<file path="src/rtl/riscv_pkg.sv">
// Core-wide types and constants shared by fetch, decode and later stages.
package riscv_pkg;

    localparam int unsigned XLEN = 32;
    localparam int unsigned ILEN = 32;

    localparam logic [ILEN-1:0] INSTR_NOP = 32'h0000_0013;

    typedef struct packed {
        logic [ILEN-1:0] instr;
        logic [XLEN-1:0] pc;
    } fetch_entry_t;

endpackage

</file>
<file path="src/rtl/fetch_queue.sv">
// Synchronous FIFO of fetch entries between instruction memory and decode.
module fetch_queue
    import riscv_pkg::*;
#(
    parameter int unsigned DEPTH = 4
) (
    input  logic                         clk,
    input  logic                         rst_n,
    input  logic                         push,
    input  fetch_entry_t                 push_data,
    input  logic                         pop,
    input  logic                         flush,
    output fetch_entry_t                 head,
    output logic [$clog2(DEPTH+1)-1:0]   count
);

    localparam int unsigned PW = $clog2(DEPTH);
    localparam int unsigned CW = $clog2(DEPTH+1);

    fetch_entry_t    mem [DEPTH];
    logic [PW-1:0]   wptr;
    logic [PW-1:0]   rptr;
    logic            do_pop;

    assign do_pop = pop && (count != '0);
    assign head   = mem[rptr];

    // DEPTH is a power of two, so pointer overflow is the modulo wrap.
    always_ff @(posedge clk or negedge rst_n) begin
        if (!rst_n) begin
            wptr  <= '0;
            rptr  <= '0;
            count <= '0;
        end else if (flush) begin
            wptr  <= '0;
            rptr  <= '0;
            count <= '0;
        end else begin
            if (push)
                wptr <= wptr + PW'(1);
            if (do_pop)
                rptr <= rptr + PW'(1);
            count <= count + CW'(push) - CW'(do_pop);
        end
    end

    always_ff @(posedge clk) begin
        if (push && !flush)
            mem[wptr] <= push_data;
    end

endmodule

</file>
<file path="src/rtl/fetch_unit.sv">
// Instruction fetch: sequential PC generation, credit-limited memory requests,
// redirect handling with in-flight response dropping, and the decode queue.
module fetch_unit
    import riscv_pkg::*;
#(
    parameter logic [XLEN-1:0] RESET_PC = 32'h0000_0000,
    parameter int unsigned     DEPTH    = 4
) (
    input  logic            clk,
    input  logic            rst_n,
    output logic            imem_req_valid,
    input  logic            imem_req_ready,
    output logic [XLEN-1:0] imem_addr,
    input  logic            imem_resp_valid,
    input  logic [ILEN-1:0] imem_resp_data,
    output logic            instr_valid,
    input  logic            instr_ready,
    output logic [ILEN-1:0] instr,
    output logic [XLEN-1:0] instr_pc,
    input  logic            redirect_valid,
    input  logic [XLEN-1:0] redirect_pc
);

    localparam int unsigned CW = $clog2(DEPTH+1);

    logic [XLEN-1:0] req_pc;
    logic [XLEN-1:0] resp_pc;
    logic [CW-1:0]   outstanding;
    logic [CW-1:0]   drop_cnt;
    logic [CW-1:0]   q_count;
    logic [CW:0]     in_use;
    logic [XLEN-1:0] target_pc;
    logic            req_fire;
    logic            resp_keep;
    logic            q_pop;
    fetch_entry_t    q_head;
    fetch_entry_t    q_in;

    assign in_use         = {1'b0, outstanding} + {1'b0, q_count};
    assign imem_req_valid = rst_n && !redirect_valid && (in_use < (CW+1)'(DEPTH));
    assign imem_addr      = req_pc;
    assign req_fire       = imem_req_valid && imem_req_ready;
    assign resp_keep      = imem_resp_valid && (drop_cnt == '0) && !redirect_valid;
    assign target_pc      = redirect_pc & ~32'h0000_0003;
    assign q_in           = '{instr: imem_resp_data, pc: resp_pc};

    assign instr_valid = (q_count != '0);
    assign q_pop       = instr_valid && instr_ready && !redirect_valid;
    assign instr       = instr_valid ? q_head.instr : INSTR_NOP;
    assign instr_pc    = instr_valid ? q_head.pc    : RESET_PC;

    always_ff @(posedge clk or negedge rst_n) begin
        if (!rst_n) begin
            req_pc      <= RESET_PC;
            resp_pc     <= RESET_PC;
            outstanding <= '0;
            drop_cnt    <= '0;
        end else begin
            outstanding <= outstanding + CW'(req_fire) - CW'(imem_resp_valid);
            if (redirect_valid) begin
                req_pc   <= target_pc;
                resp_pc  <= target_pc;
                // Every in-flight response is stale; outstanding already
                // includes any pending drops, so this also covers accumulation.
                drop_cnt <= outstanding - CW'(imem_resp_valid);
            end else begin
                if (req_fire)
                    req_pc <= req_pc + 32'd4;
                if (resp_keep)
                    resp_pc <= resp_pc + 32'd4;
                if (imem_resp_valid && (drop_cnt != '0))
                    drop_cnt <= drop_cnt - CW'(1);
            end
        end
    end

    fetch_queue #(
        .DEPTH(DEPTH)
    ) u_queue (
        .clk       (clk),
        .rst_n     (rst_n),
        .push      (resp_keep),
        .push_data (q_in),
        .pop       (q_pop),
        .flush     (redirect_valid),
        .head      (q_head),
        .count     (q_count)
    );

endmodule

</file>
<file path="config.mk">
export PLATFORM = sky130hd
export DESIGN_NAME = fetch_unit
export DESIGN_NICKNAME = d
export VERILOG_FILES = /design/src/rtl/riscv_pkg.sv /design/src/rtl/fetch_queue.sv /design/src/rtl/fetch_unit.sv
export SDC_FILE = /design/constraint.sdc
export NUM_CORES = 1
export LEC_CHECK = 0
export CAP_MARGIN = 10
export CORE_MARGIN = 4
export CORE_UTILIZATION = 45
export CTS_BUF_LIST = sky130_fd_sc_hd__clkbuf_2
export CTS_CLUSTER_SIZE = 20
export DETAILED_ROUTE_END_ITERATION = 6
export PLACE_DENSITY = 0.68
export REMOVE_ABC_BUFFERS = 1
export SYNTH_ARGS = -nofsm -noshare
export SYNTH_HDL_FRONTEND = slang
export SYNTH_HIERARCHICAL = 1
export SYNTH_SLANG_ARGS = --single-unit
</file>
<file path="constraint.sdc">
create_clock -name clk -period 4.8 [get_ports clk]
set_input_delay 1.44 -clock clk [delete_from_list [all_inputs] [get_ports clk]]
set_output_delay 1.44 -clock clk [all_outputs]
set_load 0.1 [all_outputs]
</file>
### After elaboration in Yosys (flattened, before gate mapping)

Memory sizes are Yosys's and may differ from the RTL's.
Index checks and enable logic that the tools add are counted.

| storage, ports and cells | value |
|---|---|
| register bits after elaboration | 77 |
| RAM bits | 256 |
| bits of input ports | 70 |
| output and inout bits | 98 |
| word-level logic and storage cells | 53 |
| memories kept | 1 |

Memory list:

| memory | depth | bits a word | rd ports | clocked after memory_dff | wr ports | RTL line | RTL |
|---|---|---|---|---|---|---|---|
| u_queue.mem | 4 | 64 | 1 | 0 | 1 | fetch_queue.sv:20 | `fetch_entry_t mem [DEPTH];` |

| cells by class | value |
|---|---|
| add/subtract/negate cells | 11 |
| $lt $le $gt $ge | 1 |
| mux-type cells | 15 |
| reduce and logical (&&, ||, !) cells | 18 |

Operator list:

| kind | number |
|---|---|
| two-way mux 32 bit | 6 |
| adder 32 x 3 -> 32 bit (second input constant) | 2 |
| logical AND 1 bit | 10 |
| two-way mux 3 bit | 3 |
| subtractor 3 x 1 -> 3 bit | 3 |
| two-way mux 2 bit | 4 |
| nonzero test 2 bit | 4 |
| adder 3 x 1 -> 3 bit | 2 |
| nonzero test 3 bit | 2 |
| adder 2 x 1 -> 2 bit (second input constant) | 2 |
| adder 3 x 3 -> 4 bit | 1 |
| less-than comparator 4 x 3 -> 1 bit (second input constant) | 1 |
| zero test 3 bit | 1 |
| subtractor 3 x 1 -> 3 bit (second input constant) | 1 |
| two-way mux 1 bit | 2 |
| zero test 1 bit | 1 |

### Depth between registers and ports, before layout

| logic depth | value |
|---|---|
| depth after elaboration | 6 |
| mapped depth | 11 |
| gate-level depth less buffers | 10 |

### Modules after synthesis

The synthesis kept the hierarchy.

Modules (own cells, without submodules):

| module | instances | cells an instance | area an instance (µm²) | seq. area each (µm²) |
|---|---|---|---|---|
| fetch_queue | 1 | 376 | 9721.8 | 7862.5 |
| fetch_unit | 1 | 453 | 4315.4 | 1651.6 |

### Least setup slack after synthesis

Ideal clock, no wire load.

| timing path | value |
|---|---|
| path kind | input port to flip-flop |
| from | input port redirect_valid |
| to | memory u_queue/mem[0][0] (netlist bit), enable pin |
| library setup time | 429 ps |
| data arrival time | 3843 ps |
| required time | 4371 ps |
| path slack | 528 ps |
| stages on the path | 5 |
| buffers on the path | 1 |
| cell sequence | inv_2 buf_1 and2_1 nor2b_1 and2_1 |

| on the way | value |
|---|---|
| word-level cells in the longest chain between the ends | 5 |

Ends and longest elaborated chain:

| what | RTL line | RTL |
|---|---|---|
| from (decl) | fetch_unit.sv:20 | `input logic redirect_valid,` |
| zero test 1 bit | fetch_unit.sv:43 | `assign resp_keep = imem_resp_valid && (drop_cnt == '0) && !redirect_valid;` |
| logical AND 1 bit | fetch_unit.sv:43 |  |
| via resp_keep | fetch_unit.sv:34 | `logic resp_keep;` |
| logical AND 1 bit | fetch_queue.sv:48 | `if (push && !flush)` |
| two-way mux 1 bit | fetch_queue.sv:48 |  |
| two-way mux 1 bit (implied by the code) | fetch_queue.sv:49 | `mem[wptr] <= push_data;` |
| to (decl) | fetch_queue.sv:20 |  |

The timed path passes the listed nets, and every way through them passes these cells.

==> impl_summary.log <==
INFO  metric synthesis.instances = 829
INFO  metric clockBufferDepth = 3
INFO  metric fin_util = 54.5%
INFO  metric critPathKind = reg -> out
INFO  metric instances_no_fill = 1519
INFO  metric syn_to_final_growth = 19.1%
INFO  metric fmax = 0.222 GHz
INFO  metric ctsHoldBuffers = 0
INFO  metric pin_count_of_the_biggest_net_entering_global_routing = 57
INFO  metric synth.cell_area = 14000 um^2
INFO  metric global_route.overflow_total = 0
INFO  metric start_kind = flip-flop
INFO  metric dieWidth = 185 um
INFO  metric status = finished, final reports clean
INFO  metric worst-path-buf-inv = 2
INFO  metric tritoncts_clock_tree = done
INFO  metric gr_util_met2 = 27.1%
INFO  metric finalCriticalPeriod = 4.50 ns
INFO  metric power_per_cell_area = 385 nW/um^2
INFO  metric max_slew_margin = 33.7%
INFO  metric setup-tns-final = 0 ns
INFO  metric whs = 0.571 ns
INFO  metric fp.coreArea = 30700 um^2
INFO  metric cts-root-buf = sky130_fd_sc_hd__clkbuf_2
INFO  metric timing.final.setup_violations = 0
INFO  metric timing.critical_path.mode_cell = sky130_fd_sc_hd__buf_4
INFO  metric io_pins = 168
INFO  metric critical-path-top-delay-family = flip-flops
INFO  metric chipHeight = 185 um
INFO  metric synthArstFlopShare = 22.2%
INFO  metric critical_path.slowest_cell = sky130_fd_sc_hd__dfrtp_4
INFO  metric end_kind = output pin
INFO  metric drt-initial-drc-count = 364
INFO  metric tightestPinTransition = 0.992 ns
INFO  metric total_number_of_vias = 7821
INFO  metric timing.clock.skew = 0.0573 ns
INFO  metric leak_pwr = 6.00 nW
INFO  metric timing.critical_path.arrival = 3.06 ns
INFO  metric drcViolationCount = 0
INFO  metric period_share = 93.8%
INFO  metric synth.ff_latch_count = 329
INFO  metric numClockSinks = 329
INFO  metric rsz0062_at_grt = no
INFO  metric grt.total_usage = 17.1%
INFO  metric syn_area_per_cell = 16.9 um^2
INFO  metric hold_class = reg -> reg
INFO  metric fp.dieArea = 34100 um^2
INFO  metric synth_edf_count = 256
INFO  metric nets = 1149
INFO  metric initial_core_util = 45.8%
INFO  metric dp_slack = 0.519 ns
INFO  metric numCtsBuffers = 83
INFO  metric finalWeightedCongestion = 0.807
INFO  metric synth.yosys.warnings = 6
INFO  metric crit_path_max_fanout = 36
INFO  metric finalWorstSetupSlack = 0.298 ns
INFO  metric yosysUniqueCellTypes = 50
INFO  metric insertion_delay = 0.85 ns
INFO  metric worstPathCellList = buf_4 -> mux4_2 -> and2_1 -> buf_4
INFO  metric first_global_vias = 8240
INFO  metric cts_max_level = 3
INFO  metric antenna_violations_before_repair = 1
INFO  metric grt.busiest_layer = met2
INFO  metric ir_drop = 0.216 mV
INFO  metric vias_per_cell = 5.15
INFO  metric dpl_wire_length = 18200 um
INFO  metric seq_area_frac_synth = 67.8%
INFO  metric numPortBuffers = 163
INFO  metric grt_use_met1 = 23.4%
INFO  metric final-hold-violation-count = 0
INFO  metric grt_util_met3 = 4.07%
INFO  metric worst_ep_required_time = 3.36 ns
INFO  metric clk_pin_slew = 0.11 ns
INFO  metric synth_top_flop_cell = sky130_fd_sc_hd__edfxtp_1
INFO  metric placement_rows = 64
INFO  metric critical-path-max-stage-delay = 0.92 ns
INFO  metric post-place-cells = 1372
INFO  metric drt_wl_total = 28400 um
INFO  metric max-cap-violations = 0
INFO  metric postRouteAntennaNets = 0
INFO  metric number_of_pins_with_negative_max_slew_slack_in_the_final_report = 0
INFO  metric drt_pass1_iterations = 5
INFO  metric post_drt_wl_per_cell = 18.7 um
INFO  metric cts.repair.resized = 0
INFO  metric cts_setup_buffers = 0
INFO  metric grt_pass1_wl = 45300 um
INFO  metric drive_above_1_share = 28.4%
[cell usage in the layout (no fill, tap or decap), drive strengths merged, types with 11 or more instances in the layout]
master,synthesis,routed
nand3,20,20
a21boi,22,22
buf,18,82
clkinv,0,15
mux2,28,28
xnor2,34,34
mux4,64,64
inv,16,19
nand4,25,25
clkdlybuf4s50,0,96
edfxtp,256,256
nand2b,16,16
nand2,21,21
nor2,15,15
dfrtp,73,73
clkbuf,23,123
and3,11,11
ha,16,16
and2,71,71
nor3,16,16
xor2,27,27
[path summary, 6_finish.rpt]
| check | start | endpoint | slack [ns] | depth (start not counted) |
|---|---|---|---|---|
| hold / removal | resp_pc[17] | u_queue/mem[3][17] | 0.57 | 0 |
| hold reg to reg | resp_pc[17] | u_queue/mem[3][17] | 0.57 | 0 |
| min in group asynchronous | rst_n | resp_pc[24] | 0.62 | 2 |
| setup / recovery | u_queue/rptr[0] | instr_pc[18] | 0.30 | 4 |
| max in group asynchronous | rst_n | u_queue/rptr[0] | 3.10 | 3 |
| setup reg to reg | u_queue/count[1] | u_queue/count[2] | 1.81 | 10 |
[sequential cells by signal (all words and copies together) (netlist names)]
name / flops
drop_cnt: 3
imem_addr: 30
outstanding: 3
resp_pc: 30
u_queue/count: 3
u_queue/mem: 256
u_queue/rptr: 2
u_queue/wptr: 2
[kinds of logic (layout without fill, tap and decap cells)]
kind of cell	Yosys count	in the layout	synth area share, %
AO/OA/AOI/OAI	41	41	2.01
flip-flops	329	329	67.8
adder cells (fa/ha/maj)	18	18	1.71
XOR/XNOR	62	62	3.97
buffers and inverters	57	340	2.24
AND/OR/NAND/NOR	225	225	9.47
other	1	12	0.0267
multiplexers	96	96	12.8
[metal layers]
layer / up-vias / share of wire (%)
met4: 0 / 2.3
met1: 3837 / 44
li1: 3690 / -
met3: 53 / 6.1
met2: 241 / 47
met5: - / 0
[metrics by stage]
| stage | total power, mW | instance area, um^2 |
|---|---|---|
| 3_5_place_dp | 4.75 | 16000 |
| 3_3_place_gp | 4.73 | 16000 |
| 6_report | 6.43 | 16700 |
| 5_1_grt | 6.79 | 16700 |
| 4_1_cts | 6.54 | 16700 |
| 2_1_floorplan | 4.36 | 13800 |
[power breakdown]
group	switching [mW]	total (mW)	leakage [nW]	internal, mW
logic	0.960	1.34	2.29	0.380
registers	0.131	3.33	3.15	3.20
clock network	1.08	1.76	0.552	0.683
total	2.17	6.43	6.00	4.26
[synth_stat cells, types with 20 or more instances]
| cell type | instances | area [um^2] |
|---|---|---|
| sky130_fd_sc_hd__nand3_1 | 20 | 100 |
| sky130_fd_sc_hd__xnor2_1 | 34 | 298 |
| sky130_fd_sc_hd__nand4_1 | 25 | 156 |
| sky130_fd_sc_hd__a21boi_0 | 21 | 158 |
| sky130_fd_sc_hd__clkbuf_1 | 23 | 86.3 |
| sky130_fd_sc_hd__mux2_2 | 28 | 315 |
| sky130_fd_sc_hd__and2_1 | 71 | 444 |
| sky130_fd_sc_hd__xor2_1 | 27 | 236 |
| sky130_fd_sc_hd__edfxtp_1 | 256 | 7690 |
| sky130_fd_sc_hd__nand2_1 | 21 | 78.8 |
| sky130_fd_sc_hd__dfrtp_1 | 73 | 1830 |
| sky130_fd_sc_hd__mux4_2 | 64 | 1440 |
[area by class of cell]
cell class | instances | area [um^2]
Inverter | 16 | 60.1
Clock inverter | 22 | 100
Sequential cell | 329 | 9520
Antenna cell | 2 | 5.00
Timing Repair Buffer | 179 | 1670
Tap cell | 396 | 495
Clock buffer | 123 | 616
Multi-Input combinational cell | 452 | 4250
Fill cell | 2570 | 13900
Power figures use the tool's default switching activity.
